[src/rtl/serial_sub_pkg.sv]
// Shared state encoding and overflow helper for the bit-serial subtractor.
package serial_sub_pkg;

    typedef enum logic [1:0] {
        IDLE = 2'd0,
        RUN  = 2'd1,
        DONE = 2'd2
    } state_e;

    // Signed overflow of a-b: operands differ in sign and the result sign differs from a.
    function automatic logic sub_overflow(input logic a_msb, input logic b_msb,
                                          input logic d_msb);
        return (a_msb != b_msb) && (d_msb != a_msb);
    endfunction

endpackage

[src/rtl/full_subtractor.sv]
// One-bit full subtractor: the per-bit datapath of the serial subtractor.
module full_subtractor (
    input  logic a,
    input  logic b,
    input  logic bin,
    output logic diff,
    output logic bout
);

    assign diff = a ^ b ^ bin;
    assign bout = (~a & b) | (~(a ^ b) & bin);

endmodule

[src/rtl/serial_subtractor.sv]
// Bit-serial a-b, LSB first, one bit per RUN cycle; results held from DONE entry.
module serial_subtractor
    import serial_sub_pkg::*;
#(
    parameter int unsigned WIDTH = 8
) (
    input  logic             clk,
    input  logic             rst_n,
    input  logic             start,
    input  logic [WIDTH-1:0] a,
    input  logic [WIDTH-1:0] b,
    output logic             ready,
    output logic             busy,
    output logic             done,
    output logic [WIDTH-1:0] diff,
    output logic             borrow,
    output logic             overflow
);

    localparam int unsigned CW = (WIDTH > 1) ? $clog2(WIDTH) : 1;

    state_e           state_q, state_d;
    logic [WIDTH-1:0] a_sh_q, a_sh_d;
    logic [WIDTH-1:0] b_sh_q, b_sh_d;
    logic [WIDTH-1:0] res_q, res_d;
    logic [CW-1:0]    cnt_q, cnt_d;
    logic             bin_q, bin_d;
    logic             a_msb_q, a_msb_d;
    logic             b_msb_q, b_msb_d;
    logic             ready_q, ready_d;
    logic             busy_q, busy_d;
    logic             done_q, done_d;
    logic [WIDTH-1:0] diff_q, diff_d;
    logic             borrow_q, borrow_d;
    logic             overflow_q, overflow_d;

    logic fs_diff;
    logic fs_bout;

    full_subtractor u_fs (
        .a    (a_sh_q[0]),
        .b    (b_sh_q[0]),
        .bin  (bin_q),
        .diff (fs_diff),
        .bout (fs_bout)
    );

    always_comb begin
        state_d    = state_q;
        a_sh_d     = a_sh_q;
        b_sh_d     = b_sh_q;
        res_d      = res_q;
        cnt_d      = cnt_q;
        bin_d      = bin_q;
        a_msb_d    = a_msb_q;
        b_msb_d    = b_msb_q;
        diff_d     = diff_q;
        borrow_d   = borrow_q;
        overflow_d = overflow_q;

        case (state_q)
            IDLE: begin
                if (start) begin
                    state_d = RUN;
                    a_sh_d  = a;
                    b_sh_d  = b;
                    res_d   = '0;
                    cnt_d   = '0;
                    bin_d   = 1'b0;
                    a_msb_d = a[WIDTH-1];
                    b_msb_d = b[WIDTH-1];
                end
            end
            RUN: begin
                a_sh_d       = a_sh_q >> 1;
                b_sh_d       = b_sh_q >> 1;
                bin_d        = fs_bout;
                res_d[cnt_q] = fs_diff;
                cnt_d        = cnt_q + CW'(1);
                // Last bit: publish the completed word together with the final borrow.
                if (cnt_q == CW'(WIDTH - 1)) begin
                    state_d    = DONE;
                    diff_d     = res_d;
                    borrow_d   = fs_bout;
                    overflow_d = sub_overflow(a_msb_q, b_msb_q, res_d[WIDTH-1]);
                end
            end
            DONE:    state_d = IDLE;
            default: state_d = IDLE;
        endcase

        ready_d = (state_d == IDLE);
        busy_d  = (state_d == RUN);
        done_d  = (state_d == DONE);
    end

    always_ff @(posedge clk) begin
        if (!rst_n) begin
            state_q    <= IDLE;
            a_sh_q     <= '0;
            b_sh_q     <= '0;
            res_q      <= '0;
            cnt_q      <= '0;
            bin_q      <= 1'b0;
            a_msb_q    <= 1'b0;
            b_msb_q    <= 1'b0;
            ready_q    <= 1'b1;
            busy_q     <= 1'b0;
            done_q     <= 1'b0;
            diff_q     <= '0;
            borrow_q   <= 1'b0;
            overflow_q <= 1'b0;
        end else begin
            state_q    <= state_d;
            a_sh_q     <= a_sh_d;
            b_sh_q     <= b_sh_d;
            res_q      <= res_d;
            cnt_q      <= cnt_d;
            bin_q      <= bin_d;
            a_msb_q    <= a_msb_d;
            b_msb_q    <= b_msb_d;
            ready_q    <= ready_d;
            busy_q     <= busy_d;
            done_q     <= done_d;
            diff_q     <= diff_d;
            borrow_q   <= borrow_d;
            overflow_q <= overflow_d;
        end
    end

    assign ready    = ready_q;
    assign busy     = busy_q;
    assign done     = done_q;
    assign diff     = diff_q;
    assign borrow   = borrow_q;
    assign overflow = overflow_q;

endmodule

[config.mk]
export PLATFORM = sky130hd
export DESIGN_NAME = serial_subtractor
export DESIGN_NICKNAME = d
export VERILOG_FILES = /design/src/rtl/serial_sub_pkg.sv /design/src/rtl/full_subtractor.sv /design/src/rtl/serial_subtractor.sv
export SDC_FILE = /design/constraint.sdc
export NUM_CORES = 1
export LEC_CHECK = 0
export CAP_MARGIN = 20
export CORE_ASPECT_RATIO = 0.8
export CORE_MARGIN = 10
export CORE_UTILIZATION = 30
export CTS_CLUSTER_DIAMETER = 120
export DETAILED_ROUTE_END_ITERATION = 10
export SLEW_MARGIN = 25
export SYNTH_ARGS = -nofsm -noshare
export SYNTH_HDL_FRONTEND = slang
export SYNTH_SLANG_ARGS = --single-unit
[constraint.sdc]
create_clock -name clk -period 4 [get_ports clk]
set_clock_uncertainty 0.1 [all_clocks]
set_input_delay 0.4 -clock clk [delete_from_list [all_inputs] [get_ports clk]]
set_output_delay 0.4 -clock clk [all_outputs]
set_load 0.1 [all_outputs]
==> impl_metrics.json <==
{
  "netlist.area_leader.share_pct": 47.6,
  "row_count": 25,
  "die_height_um": 91.1,
  "multi_input_area_um2": 881,
  "postCtsSetupBuffers": 0,
  "postPlaceCellArea_um2": 2210,
  "dieArea_um2": 9910,
  "register_area_um2": 901,
  "io_buffer_count": 31,
  "cts_hold_buffers": 0,
  "path_buf_inv": 1,
  "fillerInstances": 641,
  "critPathCaptureType": "primary output",
  "grt_pass1_vias": 1435,
  "gp_congestion": 0.747,
  "worstMarginPinSlew_ns": 0.994,
  "syn_inst": 209,
  "insertion_delay_ns": 0.29,
  "critPathArrivalTime_ns": 1.77,
  "synthSimpleGateAreaFrac_pct": 20.4,
  "criticalPathCategory": "flip-flop to primary output",
  "rrSetupSlack_ns": 1.86,
  "fmax_mhz": 440,
  "finalCriticalPeriod_ns": 2.27,
  "synth_area_leaders": "dfxtp_1 (48%), nor2_1 (7.7%), a311oi_1 (6.5%)",
  "synth-adder-area-share_pct": 2.38,
  "setup_viol": 0,
  "path_cells": "clkdlybuf4s50_1",
  "period_share_pct": 56.8,
  "ys_types": 33,
  "drt_iter0_drc": 76,
  "synth_area_leader_cell": "dfxtp_1",
  "cpPeakStageDelay_ns": 1.14,
  "r2r_end": "overflow",
  "hold_viol": 0,
  "yosysSeqAreaShare_pct": 47.6,
  "synth_top_family_by_area": "simple AND/OR/NAND/NOR gates",
  "fin_hold_ws_ns": 0.375,
  "synth.net_count": 231,
  "ir_worst_vdd_mv": 0.200,
  "die_w_um": 109,
  "grt.met1_usage_pct": 11.2,
  "cts-resized-gates": 0,
  "required_ns": 3.50,
  "numCtsBuffers": 5,
  "hpwl_um": 2710,
  "setup_tns_ns": 0,
  "path_clk_slew_ns": 0.09,
  "drc_errors": 0,
  "layout_commonest_cell": "dfxtp_1",
  "met2_usage_pct": 11.9,
  "initial_core_util_pct": 31.5,
  "syn_area_per_cell_um2": 9.06,
  "stdcell_area_um2": 2330,
  "busiest_layer": "met2",
  "cts_buffer_depth": 2,
  "whs_path_depth": 2,
  "ios": 32,
  "drive_gt1_share_pct": 6.06,
  "nets": 252,
  "synth-compound-area-share_pct": 18.4,
  "met3_usage_pct": 3.53,
  "cts_root_buf": "clkbuf_8",
  "slowest_stage": "clkdlybuf4s50_1",
  "grt_start_max_net_pins": 39,
  "maxSlewHeadroom_pct": 33.5,
  "status": "complete, no violations",
  "min-delay-path-class": "flip-flop to flip-flop",
  "ant_nets": 0,
  "totalWireLength_um": 3950,
  "mostFrequentLayoutCells": "dfxtp_1 (45), nor2_1 (39), clkdlybuf4s50_1 (31)",
  "p_leak_uw": 0.000855,
  "power_uw": 944,
  "ff2ff_path_depth": 5,
  "grt_first_pass_wirelength_um": 6890,
  "antenna_found_initial": 0,
  "area_growth_pct": 23.2,
  "r2r-start": "cnt_q[0]",
  "coreArea_um2": 6010,
  "synth_mux_area_share_pct": 5.29,
  "final_core_util_pct": 38.8,
  "n_antenna_cell": 0,
  "syn_area_um2": 1890,
  "synthXorXnorAreaFrac_pct": 0,
  "drtPass1Iterations": 4,
  "powerDensity_nw_per_um2": 405,
  "clock_sinks": 45,
  "grt_setup_unrepaired": "no",
  "drv_slew": 0,
  "path_depth": 1,
  "wl_per_cell_um": 12.7,
  "overflow": 0,
  "htreeDepth": 2,
  "cp_max_fo": 2,
  "synth_warnings": 0,
  "holdPathEnd": "b_sh_q[4]",
  "cp-start-kind": "flip-flop",
  "cp_top_family": "buffers and inverters",
  "gr-usage-all-layers_pct": 8.38,
  "cap_violations": 0,
  "cts_tree": "done",
  "ys_ff_latch": 45,
  "min-delay-start": "b_sh_q[5]",
  "dr_total_vias": 1472,
  "vias_per_cell": 4.72
}
report_power, final:
group	switching (µW)	internal, µW
logic	61.8	46.6
registers	12.8	467
clock network	153	203
total	228	717
flip-flops by register name (all words and copies together), names as in the netlist, 2 cells and up:
signal,count
state_q,2
res_q,8
cnt_q,3
b_sh_q,8
a_sh_q,8
diff,8
synth_stat cells:
| master | n |
|---|---|
| a21oi_1 | 3 |
| a211oi_1 | 10 |
| inv_1 | 3 |
| o21ai_0 | 3 |
| nor3_1 | 1 |
| and3_1 | 2 |
| nand3b_1 | 4 |
| nand2b_1 | 1 |
| nand2_1 | 30 |
| buf_1 | 1 |
| buf_4 | 2 |
| ha_1 | 2 |
| a32oi_1 | 1 |
| nor3b_1 | 3 |
| clkbuf_1 | 7 |
| a311oi_1 | 14 |
| o21ba_2 | 1 |
| mux2i_1 | 10 |
| fa_1 | 1 |
| or3b_1 | 1 |
| buf_2 | 6 |
| nor3b_2 | 1 |
| clkbuf_8 | 1 |
| dfxtp_1 | 45 |
| a2bb2oi_1 | 6 |
| a22oi_1 | 4 |
| and3_4 | 1 |
| nor2b_1 | 1 |
| and2_1 | 2 |
| a31oi_2 | 1 |
| o21bai_1 | 1 |
| nor2_1 | 39 |
| buf_6 | 1 |
per-stage QoR:
step | instances | setup WS (ns)
final | 312 | 1.73
after global routing | 312 | 1.55
after CTS | 312 | 1.70
after detailed placement | 304 | 1.86
after global placement | 304 | 1.84
after floorplan | 209 | 2.20
cell type report:
cell class,instances,area share [%]
Inverter,3,0.483
Clock buffer,6,3.54
Clock inverter,2,1.61
Multi-Input combinational cell,143,37.8
Timing Repair Buffer,32,13.6
Sequential cell,45,38.6
Tap cell,81,4.35
metal layers:
layer  routed length, µm  vias up  share of wire [%]
li1                    -      773                  -
met1                1970      671                 50
met2                1680       23                 42
met3                 270        5                6.8
met4                  33        0               0.84
met5                   0        -                  0
worst max-delay path by stage:
stage | start | end | slack, ns
final | diff[1] | diff[1] | 1.73
after global routing | cnt_q[0] | diff[5] | 1.55
after global placement | rst_n | b_msb_q | 1.84
after CTS | diff[1] | diff[1] | 1.70
after floorplan | bin_q | overflow | 2.20
after detailed placement | cnt_q[0] | overflow | 1.86
kinds of logic after synthesis:
logic type	Yosys count
simple gates	86
buf+inv	21
flops	45
compound gates	44
fa+ha+maj	3
mux	10
(Power assumes the default switching activity.)
